`config.mk`:
```
export PLATFORM = sky130hd
export DESIGN_NAME = dmem_port_arbiter
export DESIGN_NICKNAME = d
export VERILOG_FILES = /design/src/rtl/dmem_port_arbiter.sv
export SDC_FILE = /design/constraint.sdc
export NUM_CORES = 1
export LEC_CHECK = 0
export CAP_MARGIN = 20
export CORE_AREA = 2 2 107 109
export DETAILED_ROUTE_END_ITERATION = 8
export DIE_AREA = 0 0 109 111
export PLACE_DENSITY = 0.76
export SETUP_SLACK_MARGIN = 0.05
export SYNTH_ARGS = -nofsm -noshare
export SYNTH_HDL_FRONTEND = slang
export SYNTH_SLANG_ARGS = --single-unit
```
`constraint.sdc`:
```
create_clock -name clk_dvid -period 1.5 [get_ports clk_dvid]
set_input_delay 0.15 -clock clk_dvid [delete_from_list [all_inputs] [get_ports clk_dvid]]
set_output_delay 0.15 -clock clk_dvid [all_outputs]
set_load 0.01 [all_outputs]
```
`src/rtl/dmem_port_arbiter.sv`:
```
// dmem_port_arbiter: shares the single-port data memory between the pipeline
// MEM stage (CPU) and the seven-segment memory viewer (DBG).
// The CPU normally wins.  A waiting DBG request is forced in after STARVE_MAX
// consecutive CPU-granted cycles, and the CPU is stalled only in that cycle.
// data_mem reads are combinational.  Writes commit on the clk_dvid edge.
// Optional build macro DMEM_ARB_STATS_EN enables the stall_cycles and
// dbg_grants counters.  When it is undefined, both ports are tied to zero.
module dmem_port_arbiter #(
  parameter int ADDR_W     = 10,
  parameter int DATA_W     = 32,
  parameter int STARVE_MAX = 4
) (
  input  logic              clk_dvid,
  input  logic              reset,
  input  logic              cpu_req,
  input  logic              cpu_we,
  input  logic [3:0]        cpu_sel,
  input  logic [ADDR_W-1:0] cpu_addr,
  input  logic [DATA_W-1:0] cpu_wdata,
  output logic [DATA_W-1:0] cpu_rdata,
  output logic              cpu_stall,
  input  logic              dbg_req,
  input  logic [ADDR_W-1:0] dbg_addr,
  output logic              dbg_ack,
  output logic [DATA_W-1:0] dbg_rdata,
  output logic [ADDR_W-1:0] mem_A,
  output logic [DATA_W-1:0] mem_inD,
  output logic [3:0]        mem_sel,
  output logic              mem_str,
  input  logic [DATA_W-1:0] mem_outD,
  output logic [1:0]        owner,
  output logic [31:0]       stall_cycles,
  output logic [31:0]       dbg_grants
);

  localparam logic [3:0] STARVE_LIM = 4'(STARVE_MAX);

  typedef enum logic [1:0] {
    D_IDLE  = 2'd0,
    D_WAIT  = 2'd1,
    D_GRANT = 2'd2,
    D_ACK   = 2'd3
  } dbg_state_t;

  dbg_state_t        state_reg;
  dbg_state_t        state_next;
  logic [3:0]        starve_cnt_reg;
  logic [DATA_W-1:0] dbg_rdata_reg;
  logic              dbg_grant;

  // DBG owns the port while waiting if the CPU is idle or has used up its
  // starvation budget.
  assign dbg_grant = (state_reg == D_WAIT) &&
                     (!cpu_req || (starve_cnt_reg == STARVE_LIM));

  // The CPU sees whatever data_mem drives.  It is only meaningful when the
  // CPU holds the port.
  assign cpu_rdata = mem_outD;
  assign dbg_rdata = dbg_rdata_reg;

  // FSM state register
  always_ff @(posedge clk_dvid or negedge reset) begin
    if (!reset) begin
      state_reg <= D_IDLE;
    end else begin
      state_reg <= state_next;
    end
  end

  // FSM next state: request -> wait -> grant -> ack -> idle
  always_comb begin
    state_next = state_reg;
    case (state_reg)
      D_IDLE:  if (dbg_req) state_next = D_WAIT;
      D_WAIT:  if (dbg_grant) state_next = D_GRANT;
      D_GRANT: state_next = D_ACK;
      D_ACK:   state_next = D_IDLE;
      default: state_next = D_IDLE;
    endcase
  end

  // FSM outputs and memory port mux (DBG grant overrides the CPU)
  always_comb begin
    mem_A     = cpu_addr;
    mem_inD   = cpu_wdata;
    mem_sel   = 4'b0000;
    mem_str   = 1'b0;
    owner     = 2'b00;
    cpu_stall = 1'b0;
    dbg_ack   = (state_reg == D_ACK);
    if (dbg_grant) begin
      mem_A     = dbg_addr;
      mem_sel   = 4'b1111;
      owner     = 2'b10;
      cpu_stall = cpu_req;
    end else if (cpu_req) begin
      mem_sel   = cpu_sel;
      mem_str   = cpu_we;
      owner     = 2'b01;
    end
  end

  // Count CPU wins while DBG waits.  The count saturates at the limit and
  // clears outside D_WAIT or on a grant.
  always_ff @(posedge clk_dvid or negedge reset) begin
    if (!reset) begin
      starve_cnt_reg <= 4'd0;
    end else if ((state_reg != D_WAIT) || dbg_grant) begin
      starve_cnt_reg <= 4'd0;
    end else if (cpu_req && (starve_cnt_reg != STARVE_LIM)) begin
      starve_cnt_reg <= starve_cnt_reg + 4'd1;
    end
  end

  // Capture the viewer's word on the grant edge.  It holds until the next
  // grant.
  always_ff @(posedge clk_dvid or negedge reset) begin
    if (!reset) begin
      dbg_rdata_reg <= '0;
    end else if (dbg_grant) begin
      dbg_rdata_reg <= mem_outD;
    end
  end

`ifdef DMEM_ARB_STATS_EN
  logic [31:0] stall_cycles_reg;
  logic [31:0] dbg_grants_reg;

  // Free-running statistics that wrap naturally at 2^32
  always_ff @(posedge clk_dvid or negedge reset) begin
    if (!reset) begin
      stall_cycles_reg <= 32'd0;
      dbg_grants_reg   <= 32'd0;
    end else begin
      if (cpu_stall) stall_cycles_reg <= stall_cycles_reg + 32'd1;
      if (dbg_grant) dbg_grants_reg   <= dbg_grants_reg + 32'd1;
    end
  end

  assign stall_cycles = stall_cycles_reg;
  assign dbg_grants   = dbg_grants_reg;
`else
  assign stall_cycles = 32'd0;
  assign dbg_grants   = 32'd0;
`endif

endmodule
```
==> results of run 1 <==
-- stage by stage --
step / setup TNS (ns) / area (um^2) / instances
2_1_floorplan: -3.12 / 3110 / 312
3_3_place_gp: -13.85 / 3830 / 479
3_5_place_dp: -16.79 / 3830 / 479
4_1_cts: -21.39 / 4330 / 505
5_1_grt: -22.68 / 4430 / 509
6_report: -18.95 / 4430 / 509
-- layer usage --
layer | vias to the layer above | track usage
met5 | - | 0
met4 | 0 | 0.0231
met3 | 9 | 0.0300
met2 | 98 | 0.207
met1 | 897 | 0.108
li1 | 840 | -
-- cells by family (layout without fill, tap and decap cells) --
| group | Yosys count | count (layout) | share of synthesized area |
|---|---|---|---|
| buffers and inverters | 139 | 193 | 0.384 |
| muxes | 43 | 43 | 0.178 |
| DFF | 38 | 38 | 0.349 |
| and+or+nand+nor | 13 | 13 | 0.0308 |
| AOI/OAI and AO/OA | 7 | 7 | 0.0230 |
| adders and majority gates | 6 | 6 | 0.0276 |
| xor gates and xnor gates | 2 | 2 | 0.00643 |
| other | 1 | 64 | 0.00138 |
-- how the worst min path moves through the flow --
stage	start	endpoint	slack [ns]	depth (start not counted)
6_report	cpu_wdata[0]	mem_inD[0]	0.30	0
2_1_floorplan	reset	dbg_rdata[0]	-0.15	0
4_1_cts	cpu_wdata[19]	mem_inD[19]	0.30	0
3_5_place_dp	reset	dbg_rdata[0]	0.13	1
5_1_grt	cpu_wdata[12]	mem_inD[12]	0.30	0
3_3_place_gp	reset	dbg_rdata[0]	0.12	1
-- Yosys cell counts --
library cell / instances / area, um^2
sky130_fd_sc_hd__inv_1: 4 / 15.0
sky130_fd_sc_hd__nor2_1: 4 / 15.0
sky130_fd_sc_hd__nand3_1: 1 / 5.00
sky130_fd_sc_hd__buf_4: 129 / 968
sky130_fd_sc_hd__mux2_2: 43 / 484
sky130_fd_sc_hd__and2_1: 2 / 12.5
sky130_fd_sc_hd__a2bb2oi_1: 1 / 8.76
sky130_fd_sc_hd__buf_6: 5 / 56.3
sky130_fd_sc_hd__conb_1: 1 / 3.75
sky130_fd_sc_hd__xnor2_1: 1 / 8.76
sky130_fd_sc_hd__nor2b_1: 2 / 12.5
sky130_fd_sc_hd__dfrtp_1: 38 / 951
sky130_fd_sc_hd__a21oi_1: 1 / 5.00
sky130_fd_sc_hd__ha_1: 6 / 75.1
sky130_fd_sc_hd__xor2_1: 1 / 8.76
sky130_fd_sc_hd__a21o_1: 4 / 30.0
sky130_fd_sc_hd__and3_1: 1 / 6.26
sky130_fd_sc_hd__nand3b_4: 1 / 20.0
sky130_fd_sc_hd__nand2_1: 1 / 3.75
sky130_fd_sc_hd__a21boi_4: 1 / 18.8
sky130_fd_sc_hd__buf_2: 1 / 5.00
sky130_fd_sc_hd__and3b_1: 1 / 8.76
-- power by group --
group	switching (mW)	total (mW)	internal [mW]
combinational	1.33	3.95	2.62
clock	0.435	1.39	0.956
sequential	0.270	1.78	1.51
-- what timing repair did --
action	in CTS	in global routing
pin swaps	2	2
endpoints found under the hold margin	17	0
setup endpoints to repair	52	54
resized for setup	114	21
buffers inserted	15	7
hold buffers	1	0
cloned	3	1
-- worst max-delay path, stage by stage (launching register included) --
cell and delay [ns]:
sky130_fd_sc_hd__dfrtp_1 0.39, sky130_fd_sc_hd__inv_2 0.07, sky130_fd_sc_hd__ha_4 0.14, sky130_fd_sc_hd__nand3b_4 0.09, sky130_fd_sc_hd__a21boi_4 0.18, sky130_fd_sc_hd__buf_12 0.13
sky130_fd_sc_hd__buf_16 0.10, sky130_fd_sc_hd__buf_8 0.10, sky130_fd_sc_hd__mux2_4 0.30, sky130_fd_sc_hd__buf_6 0.12
-- final cells by class --
cell class	instances	area, um^2	share of cell area
Clock buffer	5	125	0.0283
Sequential cell	38	951	0.215
Inverter	4	15.0	0.00339
Multi-Input combinational cell	135	1170	0.265
Tap cell	143	179	0.0404
Clock inverter	3	68.8	0.0155
Timing Repair Buffer	181	1910	0.433
==> PnR_summary.wiki, run 1 <==
{| class="wikitable"
! Metric !! Value
|-
| Result of the run || finished, violations left
|-
| Violations in the final reports || setup timing
|-
| Global-route wire length before repair || 10,100 um
|-
| Element type at the critical path end || output pin
|-
| Yosys warning count || 0
|-
| Setup-violating endpoint count in the final report || 52
|-
| DIE HEIGHT || 111 um
|-
| Routed length on met3 || 503 um
|-
| Worst-case reg-to-reg path depth || 10
|-
| Later-pin clock latency in the skew report || 0.28 ns
|-
| Most frequent standard cell in the layout excluding fill and tap cells || sky130_fd_sc_hd__clkdlybuf4s50_1
|-
| Detail Route Antenna Nets || 0
|-
| Total Routing Usage GR || 0.106
|-
| Pins Over Slew Limit || 0
|-
| Vias || 1,844
|-
| Placement Rows || 39
|-
| Gate Count Post-Synth || 249
|-
| Quantity of I/O buffers inserted on ports || 143
|-
| Highest net fanout along the worst path || 3
|-
| Required time of the worst setup path || 1.35 ns
|-
| TritonCTS clock tree || yes
|-
| Average via count per standard cell || 3.62
|-
| End of the worst register-to-register path || dbg_rdata[9]
|-
| Number of iterations in the first detailed-routing pass || 4
|-
| Post-route worst hold slack || 0.300 ns
|-
| Iteration-0 DRC Markers || 32
|-
| Detailed-placement wirelength estimate || 4670 um
|-
| Maximum vdd drop || 0.781 mV
|-
| Met2 wire length || 3830 um
|-
| Power density normalized to cell area || 1610 nW/um^2
|-
| Place WS || -0.537 ns
|-
| Launch instance of the worst register-to-register path || starve_cnt_reg[1]
|-
| Vias in the first global route || 1,954
|-
| Total wire length || 6660 um
|-
| Pin count of the biggest net entering global routing || 22
|-
| Sequential cell area fraction in the yosys report || 0.349
|-
| Leakage power || 2.07 nW
|-
| Met1 routed wirelength after detailed routing || 2260 um
|-
| Min Clock Period, post-route || 2.06 ns
|-
| TritonCTS Sinks || 38
|-
| Post-Syn Area per Cell || 10.9 um^2
|-
| Top achievable clock speed || 0.485 GHz
|-
| Final critical-path share of the clock period || 1.37
|-
| Fraction of final layout cells sized beyond drive strength 1 || 0.331
|-
| Root buffer cell || sky130_fd_sc_hd__clkbuf_16
|-
| Most used cells in the layout excluding fill and tap cells || sky130_fd_sc_hd__clkdlybuf4s50_1 (123), sky130_fd_sc_hd__conb_1 (64), sky130_fd_sc_hd__mux2_4 (43)
|-
| Class of the most critical setup path || flop to output pin
|-
| Antenna violations before repair || 0
|-
| Buffers from clock root to sink, at most || 2
|-
| Area added between synthesis and finish || 62.5%
|-
| Setup crit end || mem_A[7]
|-
| Final core area utilization || 0.400
|-
| Post-synthesis register bit count || 38
|-
| Total DRC errors in the routed layout || 0
|-
| Final hold violation count || 0
|-
| Largest register FFs || 32
|-
| Cell Area, Synth || 2720 um^2
|-
| Element type at the critical path start || flop
|-
| Number of CTS-inserted buffers || 5
|-
| Clock edge transition at the registers on the reported setup and hold paths || 0.06 ns
|-
| Clock skew || 0.00345 ns
|-
| Post-route worst setup slack || -0.561 ns
|-
| Uppermost signal routing layer after detailed routing || met4
|-
| Top-Level Pins || 272
|-
| Power, Total || 7.12 mW
|-
| Width of the chip || 109 um
|-
| Unique masters post-synth || 22
|-
| Worst setup path startpoint || starve_cnt_reg[1]
|-
| Number of maximum-capacitance violations || 0
|-
| Final Net Count || 464
|-
| Routability-driven placement congestion ratio || 0.703
|-
| Arr. time, crit path || 1.91 ns
|-
| Detailed-route wire length per cell || 13.1 um
|-
| RSZ-0062 raised after global routing || yes
|-
| Total congestion overflow || 0
|-
| ANT cells || 0
|-
| Die Outline Area || 12,100 um^2
|-
| Class of the tightest hold or removal check || input pin to output pin
|-
| Number of levels in the clock H-tree || 2
|-
| Fill cells || 1,059
|-
| R2R setup slack || -0.38 ns
|-
| Starting density of the core || 0.246
|-
| Core region area || 11,100 um^2
|}
(Power assumes the default switching activity.)
==> inputs of run 2 (changes only) <==
Settings changed: CTS_CLUSTER_DIAMETER from default to 80.
==> results of run 2 <==
Final layout, timing and power as in run 1 (identical DEF).
==> inputs of run 3 (changes only) <==
Settings changed: CORE_AREA 2 2 107 109 to default, CORE_MARGIN from default to 2, CORE_UTILIZATION from default to 25, DIE_AREA 0 0 109 111 to default, GPL_ROUTABILITY_DRIVEN from default to 0.
==> PnR_summary.wiki, run 3 (synthesized netlist as in run 1, its figures left out) <==
{| class="wikitable"
! Metric !! Value
|-
| Result of the run || finished, violations left (unchanged)
|-
| Violations in the final reports || setup timing (unchanged)
|-
| Number of CTS-inserted buffers || 5 (unchanged)
|-
| Slowest stage cell, crit path || sky130_fd_sc_hd__dfrtp_1 (unchanged)
|-
| Highest net fanout along the worst path || 6 (was 3)
|-
| ANT cells || 0 (unchanged)
|-
| Cell class contributing the biggest share of worst-path delay || buffers and inverters (unchanged)
|-
| Final cell area excluding filler cells || 4290 um^2 (was 4430 um^2)
|-
| Cell Chain, Critical Path || inv_1, ha_2, nand3b_4, a21boi_4, buf_6, buf_12, buf_6, mux2_4, buf_6 (was inv_2, ha_4, nand3b_4, a21boi_4, buf_12, buf_16, buf_8, mux2_4, buf_6)
|-
| Arr. time, crit path || 1.92 ns (was 1.91 ns)
|-
| Final core area utilization || 0.399 (was 0.400)
|-
| Most frequent standard cell in the layout excluding fill and tap cells || sky130_fd_sc_hd__clkdlybuf4s50_1 (unchanged)
|-
| Clock edge transition at the registers on the reported setup and hold paths || 0.07 ns (was 0.06 ns)
|-
| Class of the tightest hold or removal check || input pin to output pin (unchanged)
|-
| Worst-case reg-to-reg path depth || 10 (unchanged)
|-
| Iteration-0 DRC Markers || 31 (was 32)
|-
| Die Outline Area || 11,700 um^2 (was 12,100 um^2)
|-
| Fraction of final layout cells sized beyond drive strength 1 || 0.309 (was 0.331)
|-
| Power, Total || 6.67 mW (was 7.12 mW)
|-
| Total congestion overflow || 0 (unchanged)
|-
| Quantity of I/O buffers inserted on ports || 143 (unchanged)
|-
| Setup-violating endpoint count in the final report || 52 (unchanged)
|-
| Largest register FFs || 32 (unchanged)
|-
| Average via count per standard cell || 3.62 (about the same)
|-
| Element type at the critical path start || flop (unchanged)
|-
| Buffers from clock root to sink, at most || 2 (unchanged)
|-
| Vias || 1,821 (was 1,844)
|-
| Number of iterations in the first detailed-routing pass || 2 (was 4)
|-
| Leakage power || 2.02 nW (was 2.07 nW)
|-
| Post-route worst setup slack || -0.567 ns (was -0.561 ns)
|-
| Detailed-route wire length per cell || 12.9 um (was 13.1 um)
|-
| Element type at the critical path end || output pin (unchanged)
|-
| Later-pin clock latency in the skew report || 0.28 ns (about the same)
|-
| Pins Over Slew Limit || 0 (unchanged)
|-
| Total wire length || 6500 um (was 6660 um)
|-
| Area added between synthesis and finish || 57.4% (was 62.5%)
|-
| Root buffer cell || sky130_fd_sc_hd__clkbuf_8 (was sky130_fd_sc_hd__clkbuf_16)
|-
| Core region area || 10,700 um^2 (was 11,100 um^2)
|-
| Top achievable clock speed || 0.484 GHz (was 0.485 GHz)
|-
| Maximum vdd drop || 0.660 mV (was 0.781 mV)
|-
| Hold-critical path depth || 0 (unchanged)
|-
| Global-route wire length before repair || 9430 um (was 10,100 um)
|-
| Vias in the first global route || 1,835 (was 1,954)
|-
| Required time of the worst setup path || 1.35 ns (about the same)
|-
| Total Routing Usage GR || 0.104 (was 0.106)
|-
| Class of the most critical setup path || flop to output pin (unchanged)
|-
| Clock skew || 0.00635 ns (was 0.00345 ns)
|-
| TritonCTS clock tree || yes (unchanged)
|-
| Most used cells in the layout excluding fill and tap cells || sky130_fd_sc_hd__clkdlybuf4s50_1 (123), sky130_fd_sc_hd__conb_1 (64), sky130_fd_sc_hd__mux2_4 (43) (unchanged)
|-
| Final critical-path share of the clock period || 1.38 (was 1.37)
|-
| Final hold violation count || 0 (unchanged)
|-
| Width of the chip || 108 um (was 109 um)
|-
| Detailed-placement wirelength estimate || 4680 um (was 4670 um)
|-
| Critical Path Most Common Cell || sky130_fd_sc_hd__buf_6
|-
| WP depth || 9 (unchanged)
|-
| Total DRC errors in the routed layout || 0 (unchanged)
|-
| Number of levels in the clock H-tree || 2 (unchanged)
|-
| Pin count of the biggest net entering global routing || 39 (was 22)
|-
| Detail Route Antenna Nets || 0 (unchanged)
|-
| Maximum single-stage delay on the critical path || 0.38 ns (was 0.39 ns)
|-
| Placement Rows || 38 (was 39)
|-
| Antenna violations before repair || 0 (unchanged)
|-
| CP Buf/Inv Count || 5 (unchanged)
|-
| DIE HEIGHT || 108 um (was 111 um)
|-
| Starting density of the core || 0.253 (was 0.246)
|-
| Number of maximum-capacitance violations || 0 (unchanged)
|-
| Power density normalized to cell area || 1560 nW/um^2 (was 1610 nW/um^2)
|-
| RSZ-0062 raised after global routing || yes (unchanged)
|-
| Final Net Count || 461 (was 464)
|-
| Cell area after placement || 3800 um^2 (was 3830 um^2)
|-
| Top-Level Pins || 272 (unchanged)
|-
| Min Clock Period, post-route || 2.07 ns (was 2.06 ns)
|-
| TritonCTS Sinks || 38 (unchanged)
|}
==> run 3: worst reg2reg max path: stages, from the launching register on <==
cell and delay (ns):
sky130_fd_sc_hd__dfrtp_1 0.38, sky130_fd_sc_hd__inv_1 0.06, sky130_fd_sc_hd__ha_2 0.19, sky130_fd_sc_hd__nand3b_4 0.09, sky130_fd_sc_hd__a21boi_4 0.16, sky130_fd_sc_hd__buf_6 0.12, sky130_fd_sc_hd__buf_12 0.11, sky130_fd_sc_hd__buf_8 0.10
sky130_fd_sc_hd__buf_8 0.11, sky130_fd_sc_hd__buf_12 0.13, sky130_fd_sc_hd__mux2_4 0.30
==> run 3: layer usage <==
metal	track usage	routed length (um)
met2	0.200	3700
met4	0.0366	72
met3	0.0265	510
met1	0.108	2210
met5	0	0
==> run 3: path summary, 6_finish.rpt <==
kind,startpoint,slack (ns),to
min in group asynchronous,reset,0.44,dbg_rdata[25]
worst min register to register,dbg_rdata[28],0.51,dbg_rdata[28]
worst max-delay path,starve_cnt_reg[1],-0.57,mem_A[9]
worst max register to register,starve_cnt_reg[1],-0.37,dbg_rdata[7]
worst min-delay path,cpu_wdata[12],0.30,mem_inD[12]
max in group asynchronous,reset,0.72,starve_cnt_reg[1]
==> run 3: repair_timing <==
item                                   CTS  global route
gates cloned                             5             0
setup endpoints to repair               52            52
hold buffers                             1             0
gates resized for setup                111             8
buffers inserted                        16             3
pin swaps                                4             3
endpoints found under the hold margin   38             0
==> run 3: layout make-up <==
cell class | instances | area, um^2
timing repair buffer | 178 | 1850
clock inverter | 2 | 60.1
sequential | 38 | 951
inverter | 4 | 15.0
clock buffer | 6 | 82.6
multi-input combinational | 135 | 1150
tap | 140 | 175
fill | 1047 | 6460
==> run 3: stage by stage <==
step / instances / TNS, ns / hold slack, ns / worst slack [ns]
2_1_floorplan: 312 / -3.12 / -0.146 / -0.107
3_3_place_gp: 474 / -14.20 / 0.231 / -0.457
3_5_place_dp: 474 / -17.00 / 0.237 / -0.536
4_1_cts: 503 / -20.61 / 0.300 / -0.612
5_1_grt: 503 / -22.47 / 0.300 / -0.667
6_report: 503 / -18.08 / 0.300 / -0.567
==> run 3: power by group <==
group          internal (mW)  total, mW  switching [mW]
logic                   2.55       3.83            1.27
registers               1.51       1.78           0.271
clock network          0.710       1.07           0.358
